<file path="src/rtl/vram_console.sv">
// Character-stream front end for VRAM port A: turns a byte stream into text-mode
// cell writes, tracks a cursor over a COLS x ROWS grid and interprets CR/LF/BS/FF.
module vram_console #(
   parameter int          COLS   = 60,
   parameter int          ROWS   = 17,
   parameter int          ADDR_W = 10,
   parameter logic [7:0]  BLANK  = 8'h20
) (
   input  logic              MEMORY_CLK,
   input  logic              rst_n,
   input  logic              in_valid,
   input  logic [7:0]        in_char,
   output logic              in_ready,
   input  logic              clear_req,
   output logic [ADDR_W-1:0] v_ada,
   output logic [7:0]        v_din,
   output logic              v_cea,
   output logic [5:0]        cursor_col,
   output logic [4:0]        cursor_row,
   output logic              busy
);

   typedef enum logic [1:0] {CLEAR, IDLE, WRITE, CLRROW} state_t;

   localparam logic [ADDR_W-1:0] LAST_CELL = ADDR_W'(COLS * ROWS - 1);
   localparam logic [ADDR_W-1:0] LAST_PTR  = ADDR_W'(COLS - 1);
   localparam logic [5:0]        LAST_COL  = 6'(COLS - 1);
   localparam logic [4:0]        LAST_ROW  = 5'(ROWS - 1);

   state_t              state, state_d;
   logic [ADDR_W-1:0]   ptr, ptr_d;
   logic [ADDR_W-1:0]   wr_addr, wr_addr_d;
   logic [7:0]          wr_data, wr_data_d;
   logic                wr_clr, wr_clr_d;
   logic                clear_pending, clear_pending_d;
   logic [5:0]          col_d;
   logic [4:0]          row_d;
   logic [ADDR_W-1:0]   v_ada_d;
   logic [7:0]          v_din_d;
   logic                v_cea_d;

   logic [ADDR_W-1:0]   row_base;
   logic [ADDR_W-1:0]   cell_addr;
   logic [4:0]          row_next;

   assign row_base  = ADDR_W'(cursor_row) * ADDR_W'(COLS);
   assign cell_addr = row_base + ADDR_W'(cursor_col);
   assign row_next  = (cursor_row == LAST_ROW) ? 5'd0 : cursor_row + 5'd1;
   assign in_ready  = (state == IDLE) && !clear_pending;

   always_comb begin
      // NOTE: every value written here gets a default first, so no latch is inferred.
      state_d         = state;
      ptr_d           = ptr;
      wr_addr_d       = wr_addr;
      wr_data_d       = wr_data;
      wr_clr_d        = wr_clr;
      clear_pending_d = clear_pending | clear_req;
      col_d           = cursor_col;
      row_d           = cursor_row;
      v_ada_d         = v_ada;
      v_din_d         = v_din;
      v_cea_d         = 1'b0;

      case (state)
         CLEAR: begin
            v_cea_d = 1'b1;
            v_ada_d = ptr;
            v_din_d = BLANK;
            ptr_d   = ptr + ADDR_W'(1);
            if (ptr == LAST_CELL) state_d = IDLE;
         end

         IDLE: begin
            // A clear request seen on this edge wins over a byte offered on the same edge.
            if (clear_pending || clear_req) begin
               state_d         = CLEAR;
               ptr_d           = '0;
               col_d           = '0;
               row_d           = '0;
               clear_pending_d = 1'b0;
            end else if (in_valid) begin
               case (in_char)
                  8'h0D: col_d = '0;
                  8'h0A: begin
                     col_d   = '0;
                     row_d   = row_next;
                     ptr_d   = '0;
                     state_d = CLRROW;
                  end
                  8'h08: begin
                     if (cursor_col != 6'd0) begin
                        col_d     = cursor_col - 6'd1;
                        wr_addr_d = cell_addr - ADDR_W'(1);
                        wr_data_d = BLANK;
                        wr_clr_d  = 1'b0;
                        state_d   = WRITE;
                     end
                  end
                  8'h0C: begin
                     col_d   = '0;
                     row_d   = '0;
                     ptr_d   = '0;
                     state_d = CLEAR;
                  end
                  default: begin
                     wr_addr_d = cell_addr;
                     wr_data_d = in_char;
                     state_d   = WRITE;
                     if (cursor_col == LAST_COL) begin
                        col_d    = '0;
                        row_d    = row_next;
                        wr_clr_d = 1'b1;
                     end else begin
                        col_d    = cursor_col + 6'd1;
                        wr_clr_d = 1'b0;
                     end
                  end
               endcase
            end
         end

         WRITE: begin
            v_cea_d = 1'b1;
            v_ada_d = wr_addr;
            v_din_d = wr_data;
            ptr_d   = '0;
            state_d = wr_clr ? CLRROW : IDLE;
         end

         CLRROW: begin
            v_cea_d = 1'b1;
            v_ada_d = row_base + ptr;
            v_din_d = BLANK;
            ptr_d   = ptr + ADDR_W'(1);
            if (ptr == LAST_PTR) state_d = IDLE;
         end

         default: state_d = CLEAR;
      endcase
   end

   always_ff @(posedge MEMORY_CLK or negedge rst_n) begin
      if (!rst_n) begin
         state         <= CLEAR;
         ptr           <= '0;
         wr_addr       <= '0;
         wr_data       <= BLANK;
         wr_clr        <= 1'b0;
         clear_pending <= 1'b0;
         cursor_col    <= '0;
         cursor_row    <= '0;
         v_ada         <= '0;
         v_din         <= BLANK;
         v_cea         <= 1'b0;
         busy          <= 1'b1;
      end else begin
         // NOTE: non-blocking so every register samples the pre-edge values together.
         state         <= state_d;
         ptr           <= ptr_d;
         wr_addr       <= wr_addr_d;
         wr_data       <= wr_data_d;
         wr_clr        <= wr_clr_d;
         clear_pending <= clear_pending_d;
         cursor_col    <= col_d;
         cursor_row    <= row_d;
         v_ada         <= v_ada_d;
         v_din         <= v_din_d;
         v_cea         <= v_cea_d;
         busy          <= (state_d != IDLE);
      end
   end

endmodule
</file>
<file path="config.mk">
export PLATFORM = sky130hd
export DESIGN_NAME = vram_console
export DESIGN_NICKNAME = d
export VERILOG_FILES = /design/src/rtl/vram_console.sv
export SDC_FILE = /design/constraint.sdc
export NUM_CORES = 1
export LEC_CHECK = 0
export CORE_MARGIN = 5
export CORE_UTILIZATION = 40
export CTS_CLUSTER_DIAMETER = 30
export DETAILED_ROUTE_END_ITERATION = 8
export GPL_TIMING_DRIVEN = 1
export PLACE_DENSITY = 0.7
export SETUP_SLACK_MARGIN = 0.05
export SLEW_MARGIN = 5
export SYNTH_ARGS = -nofsm -noshare
export SYNTH_HDL_FRONTEND = slang
export SYNTH_SLANG_ARGS = --single-unit
</file>
<file path="constraint.sdc">
create_clock -name MEMORY_CLK -period 4.14 [get_ports MEMORY_CLK]
set_input_delay 0.828 -clock MEMORY_CLK [delete_from_list [all_inputs] [get_ports MEMORY_CLK]]
set_output_delay 0.828 -clock MEMORY_CLK [all_outputs]
set_load 0.02 [all_outputs]
</file>
==> results.yml <==
floorplanning:
  die_area_um2: 13100
  die_w_um: 115
  core_um2: 10800
  rows: 38
  ioPinCount: 44
  die_h_um: 115
  start_util_pct: 40.5
logic_synthesis:
  syn_avg_cell_area_um2: 8.88
  netlist_top_cells_area: "dfrtp_1 34%, ha_1 10%, o21ai_0 6.2%, nand2_1 5.3%, fa_1 4.1%"
  synth_edf_count: 0
  synth_top_area_share_pct: 34.4
  syn-num-nets: 548
  ys_seq_elements: 63
  yosysWarnings: 0
  yosysTopAreaCell: "dfrtp_1"
  ys_types: 57
  yosysSeqAreaShare_pct: 36.2
  async_flop_share_pct: 100
  synth_area_um2: 4370
  ys.flop_type: "dfrtp_1"
  synthCells: 492
worst_setup_path:
  crit_fanout: 7
  critPathCaptureType: "register"
  critical_path.startpoint_type: "register"
  required_ns: 4.36
  crit_start: "cursor_row[1]$_DFFE_PN0P_"
  arrival_ns: 4.04
  crit_type: "register to register"
  reg2reg_from: "cursor_row[1]$_DFFE_PN0P_"
global_route:
  overflow: 0
  grt_use_total_pct: 16.8
  grt_start_max_net_pins: 49
  antenna_found_initial: 0
  first_global_vias: 3702
  grt_pass1_wl_mm: 17.9
finish:
  nets: 590
  area_growth_pct: 17.5
  drive_gt1_share_pct: 7.79
  antenna_cells: 0
  final_cell_area_um2: 5140
pwr:
  p_leak_uw: 0.00224
  pwr-share-seq_pct: 33.0
  peakVddDrop_uv: 290
  switching_share_pct: 41.4
  internal_power_uw: 1660
  p_sw_uw: 1180
  power.density_nw_per_um2: 552
  p_clk_share_pct: 18.9
  comb_power_share_pct: 48.0
clock_network:
  clock_latency_ns: 0.34
  tritoncts: "built"
  htree_levels: 3
  path_clk_slew_ns: 0.07
  cts_num_sinks: 63
  cts_resized: 0
  root_buffer: "clkbuf_8"
  numCtsBuffers: 9
  post_cts_buffers: 0
  clockBufferDepth: 2
  hold_buffers: 0
detailed_routing:
  firstDrtPassIters: 5
  ant_nets: 0
  drt_iter0_markers: 202
  wirelength_mm: 10.4
  remaining_drc_errors: 0
  routed_via_density: 5.47
  vias: 3715
  wire_per_inst_um: 15.3
timing:
  worstMarginPinSlew_ns: 1.09
  hold_viol: 0
  layout_min_cycle_time_ns: 3.81
  period_share_pct: 92.1
  setup_viol_count_final: 0
  rsz0062_at_grt: "false"
  worst_slack_ns: 0.327
  maxSlewViolCount: 0
  fmax_mhz: 262
  fin_setup_tns_ns: 0
  relSlewSlack_pct: 27.6
  skew_ns: 0.00760
flow_run:
  maxCapViolations: 0
hold_path:
  hp-start: "v_din[5]$_DFFE_PN1P_"
  hp-class: "register to register"
placed_design:
  hpwl_mm: 7.62
  placed_cell_area_um2: 4940
  gp_congestion: 0.843
  dp_slack_ns: 0.287
  io_buffers: 43
outcome:
  status: "complete, no violations"
## cells in the final DEF (no fill, tap or decap), types with 4 or more instances in the layout
cell and count:
nand2b_1 7, nand2_1 62, nor2b_1 5, buf_4 7, ha_1 35, inv_1 36, clkdlybuf4s50_1 42, a31oi_1 11
mux2_2 7, nor3_1 5, nor2_1 31, o31ai_1 11, o21ai_0 54, xnor2_1 17, and3_1 5, nand4_1 5
dfrtp_1 59, nor4_1 4, xor2_1 9, a22oi_1 9, clkbuf_8 10, a221oi_1 4, a21oi_1 21, nand3_1 13
fa_1 9, and2_1 5
## through the flow
step                      std cells  utilization [%]  hold WS [ns]  power [uW]
after floorplan                 492                -         0.449        1860
final                           679             47.6         0.469        2840
after global routing            679             47.6         0.473        3060
after detailed placement        663             45.8         0.458        2310
after CTS                       679             47.5         0.469        2860
after global placement          663             45.8         0.458        2270
## flip-flops by register name (all words and copies together), names as in the netlist
signal	flops
ptr	10
wr_data	8
clear_pending	1
cursor_row	5
busy	1
v_cea	1
wr_clr	1
wr_addr	10
state	2
v_din	8
cursor_col	6
v_ada	10
## worst max-delay path, cell delays in order, from the launching register on
cell       delay (ns)
dfrtp_1          0.47
fa_1             0.56
inv_1            0.06
fa_1             0.47
fa_1             0.49
inv_1            0.06
ha_1             0.31
o21ai_0          0.12
a2111oi_0        0.57
xnor2_1          0.22
nand4_1          0.13
xnor2_1          0.18
o21ai_1          0.08
## layer usage
layer | global-route usage [%] | up-vias | part of all wire, %
li1 | - | 1817 | -
met1 | 23.0 | 1771 | 47
met2 | 27.0 | 117 | 47
met3 | 2.75 | 10 | 5.0
met4 | 5.38 | 0 | 1.5
met5 | 0 | - | 0
## Yosys cell counts, types with 2 or more instances
library cell  count
nand2_1          62
dfrtp_1          60
o21ai_0          54
inv_1            36
ha_1             35
nor2_1           31
a21oi_1          22
xnor2_1          17
clkbuf_1         15
nand3_1          13
a31oi_1          11
o31ai_1          11
a22oi_1           9
fa_1              9
xor2_1            9
mux2_2            7
nand2b_1          7
and2_1            5
and3_1            5
nand4_1           5
nor2b_1           5
nor3_1            5
a221oi_1          4
nor4_1            4
a21o_1            3
a22o_1            3
dfstp_2           3
nor3b_1           3
o21a_1            3
o21bai_1          3
a2111oi_0         2
a211o_1           2
a211oi_1          2
and3b_1           2
buf_2             2
or2_2             2
## logic make-up after synthesis
kind of cell / Yosys count / share of synthesized area (%)
muxes: 7 / 1.80
buffers and inverters: 56 / 5.07
and+or+nand+nor: 158 / 18.1
xor gates and xnor gates: 26 / 5.21
AOI/OAI and AO/OA: 138 / 19.5
DFF: 63 / 36.2
adders and majority gates: 44 / 14.1
## power by group through the flow
stage / clock (uW) / sequential [uW] / combinational [uW]
floorplan: 0 / 1030 / 829
CTS: 546 / 939 / 1370
finish: 537 / 937 / 1360
global placement: 0 / 942 / 1330
global route: 567 / 968 / 1530
detailed placement: 0 / 949 / 1360
## area by class of cell
type	instances	area [um^2]
flip-flops and latches	63	1580
fillers	1048	5660
clock buffers	12	145
multi-input cells	373	2570
inverters	37	139
clock inverters	4	45.0
well taps	140	175
repair buffers	50	478
## worst paths after layout
kind                       slack [ns]  depth (start not counted)                         to
max                              0.33                         12     wr_addr[9]$_DFFE_PN0P_
min                              0.47                          2       v_din[5]$_DFFE_PN1P_
max reg2reg                      0.33                         12     wr_addr[9]$_DFFE_PN0P_
min reg2reg                      0.47                          2       v_din[5]$_DFFE_PN1P_
max in group asynchronous        2.63                          2  cursor_row[2]$_DFFE_PN0P_
min in group asynchronous        0.69                          1       v_din[1]$_DFFE_PN0P_
(Power assumes the default switching activity.)
